<file path="config.mk">
export PLATFORM = sky130hd
export DESIGN_NAME = itof_share_arb
export DESIGN_NICKNAME = d
export VERILOG_FILES = /design/src/rtl/itof_share_arb.sv
export SDC_FILE = /design/constraint.sdc
export NUM_CORES = 1
export LEC_CHECK = 0
export BUFFER_PORTS_ARGS = -buffer_cell sky130_fd_sc_hd__buf_2
export CAP_MARGIN = 15
export CORE_ASPECT_RATIO = 1.2
export CORE_MARGIN = 1
export CORE_UTILIZATION = 55
export CTS_CLUSTER_DIAMETER = 40
export DETAILED_ROUTE_END_ITERATION = 10
export PLACE_DENSITY = 0.92
export SYNTH_ARGS = -nofsm -noshare
export SYNTH_HDL_FRONTEND = slang
export SYNTH_SLANG_ARGS = --single-unit
</file>
<file path="constraint.sdc">
create_clock -name clk -period 6.96 [get_ports clk]
set_clock_uncertainty 0.2 [all_clocks]
set_input_delay 1.044 -clock clk [delete_from_list [all_inputs] [get_ports clk]]
set_output_delay 1.044 -clock clk [all_outputs]
set_load 0.02 [all_outputs]
</file>
<file path="src/rtl/itof_share_arb.sv">
// Round-robin share of one fixed-latency int->float converter among NREQ requesters,
// with tag tracking and a credit-guarded result FIFO. Optional perf counters: ITOF_ARB_PERF_EN.
module itof_share_arb #(
   parameter int NREQ    = 4,
   parameter int CVT_LAT = 2,
   parameter int DEPTH   = 4
) (
   input  logic                      clk,
   input  logic                      rstn,
   input  logic [NREQ-1:0]           req_valid,
   input  logic [32*NREQ-1:0]        req_data,
   output logic [NREQ-1:0]           req_ready,
   output logic [31:0]               cvt_x,
   input  logic [31:0]               cvt_y,
   output logic                      rsp_valid,
   input  logic                      rsp_ready,
   output logic [31:0]               rsp_data,
   output logic [$clog2(NREQ)-1:0]   rsp_id
`ifdef ITOF_ARB_PERF_EN
   ,
   output logic [31:0]               perf_busy,
   output logic [31:0]               perf_stall
`endif
);
   localparam int IDW = $clog2(NREQ);
   localparam int CW  = $clog2(DEPTH+1);
   localparam int PW  = (DEPTH > 1) ? $clog2(DEPTH) : 1;

   logic [31:0]     req_word [NREQ];
   logic [IDW-1:0]  rr_ptr_reg, rr_ptr_next;
   logic [CW-1:0]   cnt_reg, cnt_next;
   logic [CW-1:0]   occ_reg, occ_next;
   logic [PW-1:0]   wr_ptr_reg, rd_ptr_reg;
   logic            tag_v_reg  [CVT_LAT];
   logic [IDW-1:0]  tag_id_reg [CVT_LAT];
   logic [31:0]     mem_data [DEPTH];
   logic [IDW-1:0]  mem_id   [DEPTH];
   logic [IDW-1:0]  win, cand;
   logic            found, credit_ok, issue, push, pop;
   logic [IDW-1:0]  push_id;

   genvar gi;
   generate
      for (gi = 0; gi < NREQ; gi++) begin : g_split
         assign req_word[gi] = req_data[32*gi +: 32];
      end
   endgenerate

   assign credit_ok = (cnt_reg < CW'(DEPTH));

   // First valid requester at or after rr_ptr wins; grants are gated by credit and reset.
   always_comb begin
      found = 1'b0;
      win   = '0;
      cand  = '0;
      for (int off = 0; off < NREQ; off++) begin
         cand = IDW'((int'(rr_ptr_reg) + off) % NREQ);
         if (!found && req_valid[cand]) begin
            found = 1'b1;
            win   = cand;
         end
      end
      issue     = found && credit_ok && rstn;
      req_ready = '0;
      if (issue) req_ready[win] = 1'b1;
      cvt_x       = issue ? req_word[win] : 32'h0;
      rr_ptr_next = rr_ptr_reg;
      if (issue) rr_ptr_next = (win == IDW'(NREQ-1)) ? '0 : win + 1'b1;
   end

   assign push      = tag_v_reg[CVT_LAT-1];
   assign push_id   = tag_id_reg[CVT_LAT-1];
   assign rsp_valid = (occ_reg != '0);
   assign pop       = rsp_valid && rsp_ready;
   assign rsp_data  = rsp_valid ? mem_data[rd_ptr_reg] : 32'h0;
   assign rsp_id    = rsp_valid ? mem_id[rd_ptr_reg] : '0;

   // A tag moving from pipe to FIFO keeps its credit; only issue and pop change cnt.
   always_comb begin
      cnt_next = cnt_reg;
      case ({issue, pop})
         2'b10:   cnt_next = cnt_reg + 1'b1;
         2'b01:   cnt_next = cnt_reg - 1'b1;
         default: cnt_next = cnt_reg;
      endcase
      occ_next = occ_reg;
      if (push && !pop)      occ_next = occ_reg + 1'b1;
      else if (!push && pop) occ_next = occ_reg - 1'b1;
   end

   always_ff @(posedge clk) begin
      if (!rstn) begin
         rr_ptr_reg <= '0;
         cnt_reg    <= '0;
         occ_reg    <= '0;
         wr_ptr_reg <= '0;
         rd_ptr_reg <= '0;
      end else begin
         rr_ptr_reg <= rr_ptr_next;
         cnt_reg    <= cnt_next;
         occ_reg    <= occ_next;
         if (push) wr_ptr_reg <= (wr_ptr_reg == PW'(DEPTH-1)) ? '0 : wr_ptr_reg + 1'b1;
         if (pop)  rd_ptr_reg <= (rd_ptr_reg == PW'(DEPTH-1)) ? '0 : rd_ptr_reg + 1'b1;
      end
   end

   always_ff @(posedge clk) begin
      for (int i = 0; i < CVT_LAT; i++) begin
         if (!rstn)       tag_v_reg[i] <= 1'b0;
         else if (i == 0) tag_v_reg[i] <= issue;
         else             tag_v_reg[i] <= tag_v_reg[i-1];
         tag_id_reg[i] <= (i == 0) ? win : tag_id_reg[(i == 0) ? 0 : i-1];
      end
   end

   always_ff @(posedge clk) begin
      if (push) begin
         mem_data[wr_ptr_reg] <= cvt_y;
         mem_id[wr_ptr_reg]   <= push_id;
      end
   end

   always_ff @(posedge clk) begin
      if (rstn) assert (!(push && (occ_reg == CW'(DEPTH)) && !pop));
   end

`ifdef ITOF_ARB_PERF_EN
   logic [31:0] busy_reg, stall_reg;
   always_ff @(posedge clk) begin
      if (!rstn) begin
         busy_reg  <= '0;
         stall_reg <= '0;
      end else begin
         if (issue && (busy_reg != 32'hFFFFFFFF)) busy_reg <= busy_reg + 1'b1;
         if ((|req_valid) && !credit_ok && (stall_reg != 32'hFFFFFFFF))
            stall_reg <= stall_reg + 1'b1;
      end
   end
   assign perf_busy  = busy_reg;
   assign perf_stall = stall_reg;
`endif
endmodule

</file>
; Yosys cells after proc, flatten, opt, wreduce, memory -nomap -nowiden
; Memory sizes are Yosys's and may differ from the RTL's. A register that Yosys moved wholly into a read port is not among the register bits.
; Index checks and enable logic that the tools add are counted.
[word_totals]
regBits = 12
mem_bits_rw = 142
input_bits = 167
out_inout_bits = 71
elab_cells = 93
n_memories = 4
[memory_table]
columns = name, words, width, read_ports, rd_clocked_by_memory_dff, write_ports, line
row1 = mem_data, 4, 32, 1, 1, 1, 36  ; logic [31:0] mem_data [DEPTH];
row2 = mem_id, 4, 2, 1, 1, 1, 37  ; logic [IDW-1:0] mem_id [DEPTH];
row3 = tag_id_reg, 2, 2, 2, 0, 2, 35  ; logic [IDW-1:0] tag_id_reg [CVT_LAT];
row4 = tag_v_reg, 2, 1, 2, 0, 2, 34  ; logic tag_v_reg [CVT_LAT];
[classes]
add_sub_neg = 10
magnitude_cmp = 8
eq_ne = 5
mux = 41
bitwise_logic = 3
n_reduce_logical = 17
[ops]
columns = op, n
row1 = 32-bit 2-to-1 mux, 4
row2 = 32-bit binary-select mux with 2-bit select, 1
row3 = 2-bit 2-to-1 mux, 12
row4 = 2-bit by 3-bit less-than comparator with 1-bit output (second input constant), 5
row5 = 1-bit 2-to-1 mux, 15
row6 = 1-bit logical AND, 9
row7 = 2-bit by 1-bit adder with 2-bit output (second input constant), 4
row8 = 1-bit binary-select mux with 2-bit select, 4
row9 = 2-bit equality test (second input constant), 4
row10 = 3-bit by 1-bit adder with 3-bit output (second input constant), 2
row11 = 3-bit 2-to-1 mux, 2
row12 = 3-bit case mux with 2 select lines, 1
row13 = 3-bit by 1-bit subtractor with 3-bit output (second input constant), 2
row14 = 1-bit logical NOT, 5
row15 = 2-bit adder (second input constant), 2
row16 = 4-bit 2-to-1 mux, 1
row17 = 2-bit nonzero test, 2
row18 = 3-bit >= comparator (second input constant), 1
row19 = 3-bit less-than comparator (second input constant), 1
row20 = 2-bit NOT with 3-bit output, 1
row21 = 3-bit nonzero test, 1
row22 = 1-bit demux with 2-bit select, 1
row23 = 2-bit by 1-bit equality test with 1-bit output (second input constant), 1
row24 = 2-bit by 1-bit >= comparator with 1-bit output (second input constant), 1
row25 = 1-bit bitwise OR, 2

; Depth between registers and ports, before layout
[logic_depth]
ltp_word = 17
depth_mapped = 9
ltp_nobuf = 8

; Worst setup path before layout
; No wires, ideal clock.
[synth_path]
path_kind = input port to output port
start = in req_valid[2]
end = out cvt_x[10]
arrival_ns = 2.320
required_ns = 5.716
path_slack_ns = 3.396
cell_stages = 6
n_path_buf = 1
cell_sequence = inv_1 o22ai_1 a211oi_2 nand2_1 clkbuf_1 o22ai_1
[synth_between]
elab_chain_cells = 17
word_cells_on_any_way = 29
cone_classes = 20 x mux / 1 x bitwise / 8 x reduce/logical
[synth_rtl]
columns = element, line
row1 = start: declaration, 10  ; input logic [NREQ-1:0] req_valid,
row2 = 1-bit binary-select mux with 2-bit select, 58  ; if (!found && req_valid[cand]) begin
row3 = 1-bit 2-to-1 mux (implied by the code), 58
row4 = 1-bit 2-to-1 mux, 58
row5 = 1-bit logical NOT, 58
row6 = 1-bit logical AND, 58
row7 = 1-bit 2-to-1 mux, 58
row8 = 1-bit logical NOT, 58
row9 = 1-bit logical AND, 58
row10 = 1-bit 2-to-1 mux, 58
row11 = 1-bit logical NOT, 58
row12 = 1-bit logical AND, 58
row13 = 2-bit 2-to-1 mux (*), 58
row14 = named net win[0], 38  ; logic [IDW-1:0] win, cand;
row15 = 2-bit NOT with 3-bit output (implied by the code) (*), 66  ; cvt_x = issue ? req_word[win] : 32'h0;
row16 = 32-bit binary-select mux with 2-bit select (*), 66
row17 = 32-bit 2-to-1 mux (implied by the code) (*) (2 in a row), 66
row18 = 32-bit 2-to-1 mux (*), 66
row19 = end: declaration, 13  ; output logic [31:0] cvt_x,
; The timed path passes the listed nets; every way through them passes the cells marked *. The select of a mux whose other input is x is not followed.

; Worst setup path after layout
[layout_path]
start = in req_valid[0]
end = out cvt_x[8]
; Same word-level chain as after synthesis.

==> summary.md <==
| Metric | Value |
|---|---|
| Area share of the leading cell type in the synthesized netlist | 0.572 |
| Hpwl dp | approximately 13 mm |
| Arr. time, crit path | 3480 ps |
| Hold path startpoint | tag_id_reg[0][1] |
| Maximum number of pins on one net before global-route repair | 69 |
| Clock root buffer master | sky130_fd_sc_hd__clkbuf_16 |
| Slew of the pin with the lowest slew margin | ~1100 ps |
| Number of fill cells | 834 |
| Peak supply drop | 0.000280 V |
| Pre-Repair DR Iteration Count | 5 |
| Number of cells after detailed placement | 808 |
| Total leakage power | about 3.6 nW |
| Total number of vias | 4853 |
| Setup Total Neg Slack | 0 ps |
| Max-cap violations | 0 |
| Reg2Reg Depth | 8 |
| Net Sw Frac | 0.334 |
| Area after detailed placement | 0.00835 sq mm |
| Initial antenna violation count | 6 |
| Status | finished clean |
| Hold-critical path endpoint | tag_id_reg[0][3] |
| Cell Int Power | 2.06 mW |
| RR Startpoint | occ_reg[0] |
| Highest clock rate | about 0.21 GHz |
| Mean number of vias per cell | ~5.7 |
| Mean instance size in the synthesized netlist | 16.5 sq um |
| Clock-pin slew of the registers on the worst-case setup and hold paths | 50 ps |
| Number of synthesis warnings | 0 |
| RSZ-0062 raised after global routing | false |
| Number of flops mapped to enable cells by yosys | roughly 140 |
| Number of different library cells in the post-synthesis netlist | 34 |
| Final number of setup-violating endpoints | 0 |
| Total of flip-flops plus latches after synthesis | 156 |
| Post-CTS Setup Bufs | 0 |
| Number of nets at the end of the flow | around 840 |
| Final critical-path required period | roughly 4700 ps |
| Max FO, Critical Path | 32 |
| Insertion delay to the later sink of the worst-skew pair | between 400 and 500 ps |
| Count of unresolved DRC violations after routing | 0 |
| Boundary Pins | 238 |
| Start-to-end type of the worst setup path | in2out |
| Smallest setup slack after layout | about 2200 ps |
| Fraction of final layout cells with drive strength greater than 1 | 0.451 |
| Count of hold-fix buffers inserted at cts | 0 |
| FP Rows | 45 |
| R2R setup slack | 3620 ps |
| Relative contribution of the clock network to total power | 0.263 |
| Weighted congestion reported at the end of routability-driven placement | 0.967 |
| Num CTS Buffers | 17 |
| Crit path launch type | input port |
| Slowest stage delay, CP | 770 ps |
| Number of sinks on the clock net | about 160 |
| Sequential fraction of design power | 0.372 |
| Switching power | 1.03 mW |
| Worst hold-check slack | 125 ps |
| Post-synth net total | 613 |
| Core Box Area | 0.0127 sq mm |
| Critical path cell sequence | buf_2 -> inv_1 -> o22ai_1 -> a211oi_2 -> nand2_1 -> o22ai_1 -> buf_2 |
| First-pass GRT wire length | 27.9 mm |
| Overall die width | 106 microns |
| Element type at the critical path end | output port |
| Relative contribution of combinational cells to total power | 0.364 |
| Leading cell type by number of instances after synthesis | sky130_fd_sc_hd__edfxtp_1 |
| Leading post-synthesis cells by cell area | sky130_fd_sc_hd__edfxtp_1 57%, sky130_fd_sc_hd__mux4_2 11%, sky130_fd_sc_hd__mux2i_1 9.7% |
| Area overhead of the layout relative to synthesis | 24.5% |
| Number of buffers added on ports | 237 |
| Number of buffers on the longest clock path | 2 |
| Worst hold stages | 0 |
| Antenna-violating nets left | 0 |
| Vertical extent of the die | 127 microns |
| Required time of the critical path | 5720 ps |
| Gate Count Post-Synth | between 400 and 500 |
| Routed wire length | roughly 19 mm |
| Type of the tightest min-delay check | reg2reg |
| Placement-stage worst setup slack | around 2300 ps |
| Number of pins exceeding their max-slew limit in the final report | 0 |
| Final hold violations | 0 |
| Routed wire length per instance | 22.5 microns |
| Total congestion overflow | 0 |
| Most numerous cell types in the synthesized netlist | 136 x sky130_fd_sc_hd__edfxtp_1, 69 x sky130_fd_sc_hd__mux2i_1, 45 x sky130_fd_sc_hd__and2_1 |
| Number of resized instances in the post-cts repair step | 0 |
| Top flip-flop cell by instance count after synthesis | sky130_fd_sc_hd__edfxtp_1 |
| Max FFs per register | roughly 130 |
| Top cell type by total area after synthesis | sky130_fd_sc_hd__edfxtp_1 |
| Post-route insts no fill | 847 |
| Clock tree from TritonCTS | yes |
| Final clock period utilization by the worst path | 0.678 |
| Finished layout cell area | 0.00889 sq mm |
| Total power per unit cell area | 348 mW/mm^2 |
| Part of the Yosys area used for sequential elements | 0.628 |
| End of the worst register-to-register path | occ_reg[2] |
| Netlist area before placement | 0.00714 sq mm |
| Number of levels the H-tree was split into | 4 |
| First-iteration detailed-routing DRC count | 392 |
| GRT Total Usage | 0.291 |
| Area enclosed by the die boundary | between 0.01 and 0.015 sq mm |
| Max transition margin | 0.246 |
| Worst path slowest cell | sky130_fd_sc_hd__nand2_1 |
| Fraction of registers with async set or reset after synthesis | 0 |
| Effective utilization at floorplan | 0.564 |
| Number of global-route vias before repair | 4935 |
==> layout make-up <==
| class | count | area, sq um | area share |
|---|---|---|---|
| sequential | 156 | 4490 | 0.505 |
| multi-input combinational | 240 | 2430 | 0.273 |
| timing repair buffer | 238 | 1190 | 0.134 |
| clock buffer | 30 | 514 | 0.0578 |
| tap | 164 | 205 | 0.0231 |
| inverter | 10 | 37.5 | 0.00422 |
| antenna | 7 | 17.5 | 0.00197 |
| clock inverter | 2 | 10.0 | 0.00113 |
==> worst max-delay path, delay by kind of cell <==
family                 cells  cell delay (ps)
AO/OA/AOI/OAI              3             1200
buffers and inverters      3              450
AND/OR/NAND/NOR            1              770
==> through the flow <==
stage / power (mW) / utilization
finish: 3.09 / 0.702
CTS: 3.10 / 0.700
global route: 3.21 / 0.702
detailed placement: 2.28 / 0.659
global placement: 2.24 / 0.659
floorplan: 1.98 / -
==> placed cells by master, fill, tap and decap left out <==
cell and n:
sky130_fd_sc_hd__buf_2 237, sky130_fd_sc_hd__edfxtp_1 136, sky130_fd_sc_hd__mux2i_1 69, sky130_fd_sc_hd__and2_1 41
sky130_fd_sc_hd__mux4_2 34, sky130_fd_sc_hd__o22ai_1 33, sky130_fd_sc_hd__dfxtp_1 18, sky130_fd_sc_hd__clkbuf_16 17
sky130_fd_sc_hd__ha_1 11, sky130_fd_sc_hd__inv_1 9, sky130_fd_sc_hd__clkbuf_1 9, sky130_fd_sc_hd__diode_2 7
sky130_fd_sc_hd__a21oi_1 6, sky130_fd_sc_hd__nor2b_1 6, sky130_fd_sc_hd__nand2_1 5, sky130_fd_sc_hd__or3_1 4
sky130_fd_sc_hd__and2_2 4, sky130_fd_sc_hd__clkbuf_8 4, sky130_fd_sc_hd__nor2_1 3, sky130_fd_sc_hd__nand2b_1 3
sky130_fd_sc_hd__xnor2_1 3, sky130_fd_sc_hd__o21ai_0 3, sky130_fd_sc_hd__and3b_1 2, sky130_fd_sc_hd__a21boi_0 2
sky130_fd_sc_hd__fa_1 2, sky130_fd_sc_hd__dfxtp_2 2, sky130_fd_sc_hd__clkinv_2 2, sky130_fd_sc_hd__a21oi_2 1
sky130_fd_sc_hd__a211oi_2 1, sky130_fd_sc_hd__inv_2 1, sky130_fd_sc_hd__a21o_1 1, sky130_fd_sc_hd__o22a_4 1
sky130_fd_sc_hd__a31oi_1 1, sky130_fd_sc_hd__a311oi_1 1, sky130_fd_sc_hd__o41ai_1 1, sky130_fd_sc_hd__nor3_1 1
sky130_fd_sc_hd__xor2_1 1, sky130_fd_sc_hd__buf_4 1
==> worst max path at each step <==
| stage | startpoint | to | depth (start not counted) |
|---|---|---|---|
| after global placement | req_valid[0] | cvt_x[7] | 7 |
| after floorplan | req_valid[2] | cvt_x[10] | 6 |
| after global routing | req_valid[0] | cvt_x[8] | 7 |
| after detailed placement | req_valid[0] | cvt_x[8] | 7 |
| final | req_valid[0] | cvt_x[8] | 7 |
| after CTS | req_valid[0] | cvt_x[8] | 7 |
==> power groups by stage <==
stage | clock (mW) | sequential [mW] | combinational, mW
2_1_floorplan | 0 | 1.14 | 0.847
3_3_place_gp | 0 | 1.16 | 1.08
3_5_place_dp | 0 | 1.16 | 1.11
4_1_cts | 0.817 | 1.15 | 1.13
5_1_grt | 0.849 | 1.16 | 1.20
6_report | 0.814 | 1.15 | 1.13
==> cell families (layout without fill, tap and decap cells) <==
kind of cell / count (synthesis) / in the layout / share of synthesized area
and+or+nand+nor: 69 / 69 / 0.0582
buffers and inverters: 37 / 280 / 0.0342
DFF: 156 / 156 / 0.628
AOI/OAI and AO/OA: 51 / 51 / 0.0459
adders and majority gates: 13 / 13 / 0.0249
xor gates and xnor gates: 4 / 4 / 0.00491
other: 0 / 7 / 0
muxes: 103 / 103 / 0.204
==> layer usage <==
layer	vias to the layer above	routed length, microns	GRT usage
li1	2167	-	-
met1	2362	6850	0.330
met2	288	10200	0.516
met3	36	1460	0.0838
met4	0	522	0.117
met5	-	0	0
Power figures use the tool's default switching activity.
